--- src/rtl/operand_entry_fsm_if.sv ---
// Switch/key inputs and registered adder-operand outputs of the operand entry front end.
interface operand_entry_fsm_if #(
    parameter int unsigned WIDTH = 4
);
    logic [WIDTH-1:0] sw_data;
    logic             sw_cin;
    logic             key_enter_n;
    logic             key_clear_n;
    logic [WIDTH-1:0] op_a;
    logic [WIDTH-1:0] op_b;
    logic             cin_out;
    logic             result_valid;
    logic [1:0]       state_code;

    modport master (
        output sw_data, sw_cin, key_enter_n, key_clear_n,
        input  op_a, op_b, cin_out, result_valid, state_code
    );

    modport slave (
        input  sw_data, sw_cin, key_enter_n, key_clear_n,
        output op_a, op_b, cin_out, result_valid, state_code
    );
endinterface

--- src/rtl/operand_entry_fsm.sv ---
// Debounced two-key operand entry: captures A, then B and carry-in, and holds them for the adder.
module operand_entry_fsm #(
    parameter int unsigned WIDTH           = 4,
    parameter int unsigned DEBOUNCE_CYCLES = 500000
) (
    input  logic             CLOCK_50,
    input  logic             Resetn,
    operand_entry_fsm_if.slave bus
);
    localparam int unsigned CNT_W = (DEBOUNCE_CYCLES > 1) ? $clog2(DEBOUNCE_CYCLES) : 1;
    localparam logic [CNT_W-1:0] CNT_LAST = CNT_W'(DEBOUNCE_CYCLES - 1);

    typedef enum logic [1:0] {
        LOAD_A = 2'd0,
        LOAD_B = 2'd1,
        SHOW   = 2'd2
    } state_t;

    // Bit 0 is the enter key, bit 1 the clear key.
    logic [1:0]       key_raw;
    logic [1:0]       sync1;
    logic [1:0]       sync2;
    logic [1:0]       deb;
    logic [1:0]       prev;
    logic [1:0]       press;
    logic [CNT_W-1:0] cnt [2];
    logic             enter_ev;
    logic             clear_ev;

    state_t           state;
    logic [WIDTH-1:0] op_a_q;
    logic [WIDTH-1:0] op_b_q;
    logic             cin_q;
    logic             valid_q;

    assign key_raw = {bus.key_clear_n, bus.key_enter_n};

    // Synchronize, then accept a new level only after it has been stable for DEBOUNCE_CYCLES.
    always_ff @(posedge CLOCK_50 or negedge Resetn) begin
        if (!Resetn) begin
            sync1 <= '1;
            sync2 <= '1;
            deb   <= '1;
            prev  <= '1;
            for (int k = 0; k < 2; k++) cnt[k] <= '0;
        end else begin
            sync1 <= key_raw;
            sync2 <= sync1;
            prev  <= deb;
            for (int k = 0; k < 2; k++) begin
                if (sync2[k] == deb[k]) begin
                    cnt[k] <= '0;
                end else if (cnt[k] == CNT_LAST) begin
                    deb[k] <= sync2[k];
                    cnt[k] <= '0;
                end else begin
                    cnt[k] <= cnt[k] + CNT_W'(1);
                end
            end
        end
    end

    assign press    = prev & ~deb;
    assign enter_ev = press[0];
    assign clear_ev = press[1];

    // Entry sequencer; clear wins over enter, and the unused encoding recovers to LOAD_A.
    always_ff @(posedge CLOCK_50 or negedge Resetn) begin
        if (!Resetn) begin
            state   <= LOAD_A;
            op_a_q  <= '0;
            op_b_q  <= '0;
            cin_q   <= 1'b0;
            valid_q <= 1'b0;
        end else if (clear_ev) begin
            state   <= LOAD_A;
            op_a_q  <= '0;
            op_b_q  <= '0;
            cin_q   <= 1'b0;
            valid_q <= 1'b0;
        end else begin
            case (state)
                LOAD_A: begin
                    if (enter_ev) begin
                        op_a_q <= bus.sw_data;
                        state  <= LOAD_B;
                    end
                end
                LOAD_B: begin
                    if (enter_ev) begin
                        op_b_q  <= bus.sw_data;
                        cin_q   <= bus.sw_cin;
                        valid_q <= 1'b1;
                        state   <= SHOW;
                    end
                end
                SHOW: begin
                    if (enter_ev) begin
                        op_a_q  <= bus.sw_data;
                        op_b_q  <= '0;
                        cin_q   <= 1'b0;
                        valid_q <= 1'b0;
                        state   <= LOAD_B;
                    end
                end
                default: begin
                    state   <= LOAD_A;
                    op_a_q  <= '0;
                    op_b_q  <= '0;
                    cin_q   <= 1'b0;
                    valid_q <= 1'b0;
                end
            endcase
        end
    end

    assign bus.op_a         = op_a_q;
    assign bus.op_b         = op_b_q;
    assign bus.cin_out      = cin_q;
    assign bus.result_valid = valid_q;
    assign bus.state_code   = state;
endmodule

--- src/flat_wrapper.sv ---
// flat-port wrapper written by rule: the top's interface ports become plain ports
module operand_entry_fsm_flat 
#(
    parameter int unsigned WIDTH           = 4,
    parameter int unsigned DEBOUNCE_CYCLES = 500000
)
  (CLOCK_50, Resetn, bus_sw_data, bus_sw_cin, bus_key_enter_n, bus_key_clear_n, bus_op_a, bus_op_b, bus_cin_out, bus_result_valid, bus_state_code);
  operand_entry_fsm_if #(.WIDTH(WIDTH)) bus_i ();
  input  logic CLOCK_50;
  input  logic Resetn;
  input wire logic [$bits(bus_i.sw_data)-1:0] bus_sw_data;
  input wire logic [$bits(bus_i.sw_cin)-1:0] bus_sw_cin;
  input wire logic [$bits(bus_i.key_enter_n)-1:0] bus_key_enter_n;
  input wire logic [$bits(bus_i.key_clear_n)-1:0] bus_key_clear_n;
  output wire logic [$bits(bus_i.op_a)-1:0] bus_op_a;
  output wire logic [$bits(bus_i.op_b)-1:0] bus_op_b;
  output wire logic [$bits(bus_i.cin_out)-1:0] bus_cin_out;
  output wire logic [$bits(bus_i.result_valid)-1:0] bus_result_valid;
  output wire logic [$bits(bus_i.state_code)-1:0] bus_state_code;
  assign bus_i.sw_data = bus_sw_data;
  assign bus_i.sw_cin = bus_sw_cin;
  assign bus_i.key_enter_n = bus_key_enter_n;
  assign bus_i.key_clear_n = bus_key_clear_n;
  assign bus_op_a = bus_i.op_a;
  assign bus_op_b = bus_i.op_b;
  assign bus_cin_out = bus_i.cin_out;
  assign bus_result_valid = bus_i.result_valid;
  assign bus_state_code = bus_i.state_code;
  operand_entry_fsm #(.WIDTH(WIDTH), .DEBOUNCE_CYCLES(DEBOUNCE_CYCLES)) u_core (.CLOCK_50(CLOCK_50), .Resetn(Resetn), .bus(bus_i));
endmodule
--- config.mk ---
export PLATFORM = sky130hd
export DESIGN_NAME = operand_entry_fsm_flat
export DESIGN_NICKNAME = d
export VERILOG_FILES = /design/src/rtl/operand_entry_fsm_if.sv /design/src/rtl/operand_entry_fsm.sv /design/src/flat_wrapper.sv
export SDC_FILE = /design/constraint.sdc
export NUM_CORES = 1
export LEC_CHECK = 0
export ABC_AREA = 1
export BUFFER_PORTS_ARGS = -buffer_cell sky130_fd_sc_hd__buf_2
export CAP_MARGIN = 15
export CORE_ASPECT_RATIO = 0.75
export CORE_MARGIN = 1.5
export CORE_UTILIZATION = 45
export DETAILED_ROUTE_END_ITERATION = 10
export GPL_ROUTABILITY_DRIVEN = 0
export SLEW_MARGIN = 20
export SYNTH_ARGS = -nofsm -noshare
export SYNTH_HDL_FRONTEND = slang
export SYNTH_SLANG_ARGS = --single-unit
--- constraint.sdc ---
create_clock -name CLOCK_50 -period 1.52 [get_ports CLOCK_50]
set_input_delay 0 -clock CLOCK_50 [delete_from_list [all_inputs] [get_ports CLOCK_50]]
set_output_delay 0 -clock CLOCK_50 [all_outputs]
set_load 0.005 [all_outputs]
# Word level (Yosys, flattened, before mapping)

Index checks and enable logic that the tools add are counted.

Magnitude comparators: 0
Multiplexer cells: 21
Bitwise operators: 4
Equal/unequal tests: 11
Div/mod/pow operators: 0
Reductions and logical operators: 7
Multiply operators: 0
Add/sub/neg operators: 2
Shift operators: 0

Operators by type and width:

| operator                                                              | count |
|---|---|
| 19-bit two-way mux                                                    | 4 |
| 19-bit by 1-bit adder with 19-bit output, second input constant       | 2 |
| 19-bit equality test, second input constant                           | 2 |
| 4-bit two-way mux                                                     | 4 |
| 4-bit case mux with 3 select lines                                    | 1 |
| 3-bit by 1-bit != test with 1-bit output, second input constant       | 3 |
| 4-bit case mux with 2 select lines                                    | 1 |
| 2-bit AND reduction                                                   | 4 |
| 2-bit two-way mux                                                     | 3 |
| 1-bit case mux with 3 select lines                                    | 2 |
| 1-bit two-way mux                                                     | 5 |
| 2-bit by 1-bit != test with 1-bit output, second input constant       | 2 |
| 2-bit case mux with 2 select lines                                    | 1 |
| 3-bit AND reduction                                                   | 1 |
| 2-bit AND                                                             | 1 |
| 1-bit equality test                                                   | 2 |
| 2-bit by 1-bit equality test with 1-bit output, second input constant | 1 |
| 2-bit equality test, second input constant                            | 1 |
| 2-bit logical NOT                                                     | 1 |
| 1-bit NOT                                                             | 2 |
| 2-bit NOT                                                             | 1 |
| 2-bit OR reduction                                                    | 1 |

Bits of input ports: 9
Register bits after elaboration: 58
Bits in read-only memories: 0
Memory bits (writable): 0
Word-level logic and storage cells: 57
Bits in latches: 0
Memories: 0
Output and inout port bits: 12

# Logic depth before layout (Yosys ltp)

Gate-level depths: netlist of the first run.

Word-level depth: 5
Mapped depth: 8
Mapped depth without buffers: 8

# Least setup slack after synthesis of the first run

OpenSTA, ideal clock, no wires.

Path type: register to register
Start point: register u_core.deb[1]
End point: register u_core.op_a_q[0] (netlist: u_core.bus.op_a[0])
Path buffers: 0
Stages on the path, launching flop included: 7
Arrival: 1166 ps
Setup slack: 259 ps
Cells stage by stage: dfstp_2 > inv_1 > nand2_1 > nand2_4 > o21ai_4 > nand2_1 > o31ai_1

Word-level cells in the longest chain between the ends: 4

RTL lines:

| item                                                                                                                  | RTL line                | source |
|---|---|---|
| from (decl)                                                                                                           | operand_entry_fsm.sv:23 | `logic [1:0] deb;` |
| from (signal, indexed assignment)                                                                                     | operand_entry_fsm.sv:54 | `deb[k] <= sync2[k];` |
| 2-bit NOT (*)                                                                                                         | operand_entry_fsm.sv:63 | `assign press = prev & ~deb;` |
| 2-bit AND (*)                                                                                                         | operand_entry_fsm.sv:63 |  |
| 3-bit by 1-bit != test with 1-bit output (no line) / 2-bit by 1-bit != test with 1-bit output (equally long branches) | -                       |  |
| 2-bit AND reduction (no line)                                                                                         | -                       |  |
| to (signal assigned)                                                                                                  | operand_entry_fsm.sv:85 | `op_a_q <= bus.sw_data;` |
| to (signal assigned)                                                                                                  | operand_entry_fsm.sv:99 | `op_a_q <= bus.sw_data;` |
| to (decl)                                                                                                             | operand_entry_fsm.sv:31 | `logic [WIDTH-1:0] op_a_q;` |

Every way passes the cells marked *; elsewhere a longest branch is shown, timed or not.
A chain may end at the register's enable or synchronous reset.

# Final worst setup path of the first run

Start point: register u_core.deb[1]
End point: register u_core.cin_q (netlist: u_core.bus.cin_out)

Word-level cells in the longest chain between the ends: 4

RTL lines:

| item                                                                                                                  | RTL line                | source |
|---|---|---|
| 2-bit NOT (*)                                                                                                         | operand_entry_fsm.sv:63 |  |
| 2-bit AND (*)                                                                                                         | operand_entry_fsm.sv:63 |  |
| 3-bit by 1-bit != test with 1-bit output (no line) / 2-bit by 1-bit != test with 1-bit output (equally long branches) | -                       |  |
| 3-bit AND reduction (no line)                                                                                         | -                       |  |
| to (signal assigned)                                                                                                  | operand_entry_fsm.sv:92 | `cin_q <= bus.sw_cin;` |
| to (decl)                                                                                                             | operand_entry_fsm.sv:33 | `logic cin_q;` |

Marked as above.

==> flow_summary.json, run 1 <==
{
  "placementRows": 25,
  "fin_total_pwr_mw": 3.48,
  "critPathMaxFanout": 8,
  "setup_violations": 0,
  "path_class": "flip-flop to flip-flop",
  "regArea_mm2": 0.00146,
  "min_path_type": "input pin to async pin",
  "yosys.area.top_type_share_pct": 42.0,
  "synth_cell_types": 29,
  "grt_overflow": 0,
  "fin_ws_ns": 0.125,
  "routed_via_density": 4.72,
  "ys_top_cells_by_area": "dfrtp_1 42%, nor2_1 11%, nand2_1 8.9%, dfstp_2 7.1%, inv_1 5.0%",
  "power_density_mw_per_mm2": 976,
  "die_w_um": 97.0,
  "synthesis.area_mm2": 0.00298,
  "wl_um": 6000,
  "drt-initial-drc-count": 83,
  "yosys.area.top_type": "dfrtp_1",
  "cts_max_path_buffers": 2,
  "cts_buffers": 9,
  "cp-end-kind": "flip-flop",
  "drive_gt1_share_pct": 19.0,
  "vias": 2342,
  "post_cts_buffers": 0,
  "die_area_mm2": 0.00713,
  "grt_pass1_vias": 2302,
  "tightest_slew_ns": 0.308,
  "wire_per_inst_um": 12.1,
  "grt_max_degree": 59,
  "die_y_um": 73.5,
  "netlist_instances": 366,
  "fin_hold_ws_ns": 0.186,
  "drc": 0,
  "rsz0062_at_grt": "yes",
  "diodes": 0,
  "coreArea_mm2": 0.00635,
  "grt_use_total_pct": 18.9,
  "ant_nets": 0,
  "place_ws_ns": 0.0975,
  "ios": 21,
  "required_ns": 1.77,
  "ys_warn_count": 0,
  "clock-sinks": 58,
  "ir_drop_mv": 0.623,
  "area_growth_pct": 19.7,
  "antenna_found_initial": 0,
  "post-dp-hpwl_um": 4170,
  "status": "finished, final reports clean",
  "maxCapViolations": 0,
  "period_needed_ns": 1.40,
  "final-max-slew-violation-count": 0,
  "final_cell_count_no_fill": 496,
  "start_util_pct": 46.9,
  "tritoncts": "done",
  "syn_nets": 377,
  "clock_latency_ns": 0.34,
  "root_buffer": "clkbuf_8",
  "drt_pre_antenna_iters": 4,
  "dp_cells": 471,
  "period_share_pct": 91.8,
  "finClkSkew_ns": 0.00693,
  "grt_pass1_wl_um": 10400,
  "relSlewSlack_pct": 79.4,
  "fmax_mhz": 717,
  "p_leak_nw": 1.57,
  "multi_input_area_mm2": 0.00137,
  "synth.yosys.seq_area_share_pct": 49.0,
  "final_nets": 421,
  "cts_htree_levels": 3,
  "synth.ff_latch_count": 58,
  "avgSynthCellArea_um2": 8.14,
  "hold_violations": 0,
  "cp.arrival_ns": 1.65,
  "fill_cells": 591,
  "cp-start-kind": "flip-flop",
  "port_buffers": 20,
  "clk_pin_slew_ns": 0.07,
  "tns_ns": 0
}
## worst paths after layout
path                                 endpoint  cells past startpoint  slack (ns)            start
setup reg to reg           u_core.bus.cin_out                      6        0.12    u_core.deb[1]
setup / recovery           u_core.bus.cin_out                      6        0.12    u_core.deb[1]
min in group CLOCK_50         u_core.sync1[1]                      2        0.30  bus_key_clear_n
hold reg to reg               u_core.sync2[0]                      0        0.36  u_core.sync1[0]
max in group asynchronous     u_core.sync1[0]                      3        1.03           Resetn
hold / removal                 u_core.cnt[14]                      3        0.19           Resetn
## registers in the layout, indices dropped and copies added (netlist names)
| register | count |
|---|---|
| u_core.cnt | 38 |
| u_core.bus.op_a | 4 |
| u_core.bus.op_b | 4 |
| u_core.bus.state_code | 2 |
| u_core.deb | 2 |
| u_core.prev | 2 |
| u_core.sync1 | 2 |
| u_core.sync2 | 2 |
| u_core.bus.cin_out | 1 |
| u_core.bus.result_valid | 1 |
## stage by stage
step	util (%)	cell area, um2
finish	56.2	3570
global route	56.2	3570
CTS	56.0	3560
detailed placement	50.8	3220
global placement	50.8	3220
floorplan	-	2980
## where the power goes
group          internal, mW  total (mW)  leakage, nW  switching (mW)
sequential             1.57        1.58        0.730          0.0125
clock                  1.17        1.78        0.129           0.612
combinational        0.0462       0.117        0.715          0.0709
total                  2.79        3.48         1.57           0.695
## cell type report
type                    instances  area share (%)
well taps                      81            2.84
inverters                      43            4.52
flip-flops and latches         58            41.0
clock buffers                  11            4.24
repair buffers                 32            6.24
multi-input cells             266            38.4
clock inverters                 5            2.81
## cell families (layout without fill, tap and decap cells)
group,after synthesis,after routing,share of synthesized area [%]
xor+xnor,19,19,6.09
fa+ha+maj,2,2,0.839
buf+inv,43,91,5.42
compound gates,27,28,5.96
simple gates,217,217,32.7
flops,58,58,49.0
## metal layers
| layer | vias to the layer above | routed length, um | track usage [%] |
|---|---|---|---|
| met1 | 1046 | 3140 | 25.8 |
| met5 | - | 0 | 0 |
| li1 | 1232 | - | - |
| met3 | 13 | 304 | 5.71 |
| met2 | 51 | 2440 | 27.4 |
| met4 | 0 | 119 | 9.50 |
## synth_stat cells
cell type and instances:
nor2_1 85, nand2_1 71, dfrtp_1 50, inv_1 40
nand3_1 26, xor2_1 12, o21ai_0 9, dfstp_2 8
nand2_2 7, a21oi_1 6, nor2_2 6, nor2_4 5
xnor2_1 5, o31ai_1 4, and2_1 3, inv_2 3
nand4_1 3, nor3_1 3, nor3b_1 3, ha_1 2
nand3_2 2, o21a_1 2, o21ai_1 2, o21ai_4 2
o21bai_1 2, xor2_2 2, nand2_4 1, nand3b_1 1
or2_2 1
## cell usage in the layout, fill, tap and decap left out, types with 3 or more instances in the layout
cell type / n
xnor2_1: 5
a21oi_1: 6
dfstp_2: 8
inv_1: 40
nor2_1: 85
buf_2: 20
inv_2: 3
xor2_1: 12
nand4_1: 3
clkbuf_8: 11
and2_1: 3
nand2_1: 70
nor2_2: 6
nand3_1: 26
o21ai_0: 9
nand2_2: 8
buf_4: 3
o31ai_1: 4
dlygate4sd3_1: 8
nor2_4: 5
bufinv_16: 3
nor3_1: 3
nor3b_1: 3
dfrtp_1: 50
## what timing repair did
item	in CTS	in global routing
endpoints found under the hold margin	69	0
resized for setup	0	1
hold buffers	8	0
endpoints found under the setup margin	0	4
## worst max-delay path: stages, from the launching register on
cell and delay, ns:
dfstp_2 0.56, inv_1 0.06, nand2_1 0.15, nand2_4 0.13
o21ai_4 0.24, nand2_1 0.06, o21ai_0 0.09
(Power assumes the default switching activity.)
==> run 2, diff against run 1 <==
Settings changed: CELL_PAD_IN_SITES_DETAIL_PLACEMENT set to 1, CELL_PAD_IN_SITES_GLOBAL_PLACEMENT set to 1, PLACE_DENSITY_LB_ADDON set to 0.1, SLEW_MARGIN 20 to 10.
==> run 2 against run 1 <==
Effect of this change:
- clock skew fell by 0.00061 ns
- register-to-register slack got worse by 0.07 ns
- total power shrank 10%
- combinational power rose by 6%
- via count grew 7.9%
- largest cell class unchanged
- highest routed layer unchanged
- critical endpoint is now u_core.bus.op_a[3]
- die area stayed put
- clock power is 20% lower
- sequential cell count did not move
- wire length up 27%
- cell count rose by 1.4%
==> flow_summary.json, run 2 (synthesized netlist as in run 1, its figures left out) <==
{
  "status": "finished, final reports clean",
  "final_nets": 428,
  "antenna_found_initial": 0,
  "relSlewSlack_pct": 76.8,
  "setup_violations": 0,
  "grt_use_total_pct": 23.1,
  "cts_max_path_buffers": 2,
  "hold_violations": 0,
  "drive_gt1_share_pct": 21.1,
  "worstPathCellList": "inv_1 > nand2_2 > nand2_4 > o21ai_4 > buf_4 > buf_4 > o31ai_1",
  "tns_ns": 0,
  "required_ns": 1.74,
  "routed_via_density": 5.03,
  "grt_pass1_wl_um": 12800,
  "multi_input_area_mm2": 0.00138,
  "tritoncts": "done",
  "drc": 0,
  "fin_ws_ns": 0.0499,
  "diodes": 0,
  "final-max-slew-violation-count": 0,
  "cts_htree_levels": 3,
  "vias": 2528,
  "die_w_um": 97.0,
  "largest_register": "u_core.cnt",
  "regArea_mm2": 0.00146,
  "largest_reg_flops": 38,
  "period_share_pct": 96.7,
  "grt_overflow": 0,
  "drt-initial-drc-count": 117,
  "fin_hold_ws_ns": 0.202,
  "cpPeakStageDelay_ns": 0.54,
  "grt_max_degree": 59,
  "root_buffer": "clkbuf_8",
  "rsz0062_at_grt": "yes",
  "p_leak_nw": 1.59,
  "wl_um": 7600,
  "wire_per_inst_um": 15.1,
  "dp_cells": 473,
  "cts_buffers": 9,
  "die_y_um": 73.5,
  "ant_nets": 0,
  "port_buffers": 20,
  "area_growth_pct": 20.2,
  "post-dp-hpwl_um": 5340,
  "ir_drop_mv": 0.588,
  "die_area_mm2": 0.00713,
  "cp-start-kind": "flip-flop",
  "clock_latency_ns": 0.33,
  "path_class": "flip-flop to flip-flop",
  "min_path_type": "input pin to async pin",
  "cp_slowest_cell": "dfstp_2",
  "power_density_mw_per_mm2": 871,
  "place_ws_ns": 0.0509,
  "crit_top_cell": "buf_4",
  "critPathMaxFanout": 7,
  "grt_pass1_vias": 2536,
  "cp-end-kind": "flip-flop",
  "fill_cells": 785,
  "maxCapViolations": 0,
  "mostFrequentLayoutCells": "83 x nor2_1, 69 x nand2_1, 48 x dfrtp_1",
  "clk_pin_slew_ns": 0.06,
  "placementRows": 25,
  "start_util_pct": 46.9,
  "cp.arrival_ns": 1.69,
  "fmax_mhz": 680,
  "final_cell_count_no_fill": 503,
  "ios": 21,
  "final_common_cell": "nor2_1",
  "period_needed_ns": 1.47,
  "clock-sinks": 58,
  "tightest_slew_ns": 0.346,
  "finClkSkew_ns": 0.00632,
  "fin_util_pct": 56.4,
  "coreArea_mm2": 0.00635,
  "drt_pre_antenna_iters": 4
}
[run 2: cell count changes in the layout (fill, tap and decap cells not counted), moves of 2 or more]
cell / before / now
dfrtp_1: 50 / 48
dfrtp_2: 0 / 2
nor2_2: 6 / 8
buf_4: 3 / 11
bufinv_16: 3 / 1
clkbuf_1: 0 / 3
nor2_1: 85 / 83
[run 2: repair_timing]
item / CTS / global route
buffers inserted: 0 / 6
setup endpoints to repair: 0 / 24
resized for setup: 0 / 10
hold buffers: 8 / 0
endpoints found under the hold margin: 69 / 0
[run 2: cell type report]
class / count / share of cell area, %
clock inverter: 2 / 0.978
tap: 81 / 2.83
sequential: 58 / 40.9
inverter: 43 / 4.51
clock buffer: 14 / 4.54
timing repair buffer: 40 / 7.89
multi-input combinational: 265 / 38.4
[run 2: path summary, 6_finish.rpt]
path,end,start,cells past startpoint,slack [ns]
min reg2reg,u_core.sync2[1],u_core.sync1[1],0,0.36
max in group asynchronous,u_core.deb[1],Resetn,3,1.00
min in group CLOCK_50,u_core.sync1[0],bus_key_enter_n,2,0.31
max reg2reg,u_core.bus.op_a[3],u_core.deb[1],7,0.05
max,u_core.bus.op_a[3],u_core.deb[1],7,0.05
min,u_core.bus.cin_out,Resetn,3,0.20
[run 2: metal layers]
layer / vias up / share of wire, % / GRT usage, %
met5: - / 0 / 0
met4: 0 / 1.2 / 6.92
met3: 12 / 3.3 / 5.23
met2: 40 / 44 / 34.4
met1: 1234 / 52 / 33.7
li1: 1242 / - / -
[run 2: power by group]
group,switching (mW),internal [mW]
Clock,0.569,0.846
Combinational,0.0770,0.0472
Sequential,0.0133,1.57
[run 2: metrics by stage]
stage | total power, mW | instance area [um2]
after floorplan | 1.65 | 2980
after global placement | 1.71 | 3240
after detailed placement | 1.72 | 3240
after CTS | 3.17 | 3520
after global routing | 3.26 | 3580
final | 3.12 | 3580
[run 2: worst max-delay path: cells and delay by family, from the launching register on]
family	cells	cell delay, ns
buffers and inverters	3	0.30
flip-flops	1	0.54
AO/OA/AOI/OAI	2	0.27
AND/OR/NAND/NOR	2	0.25
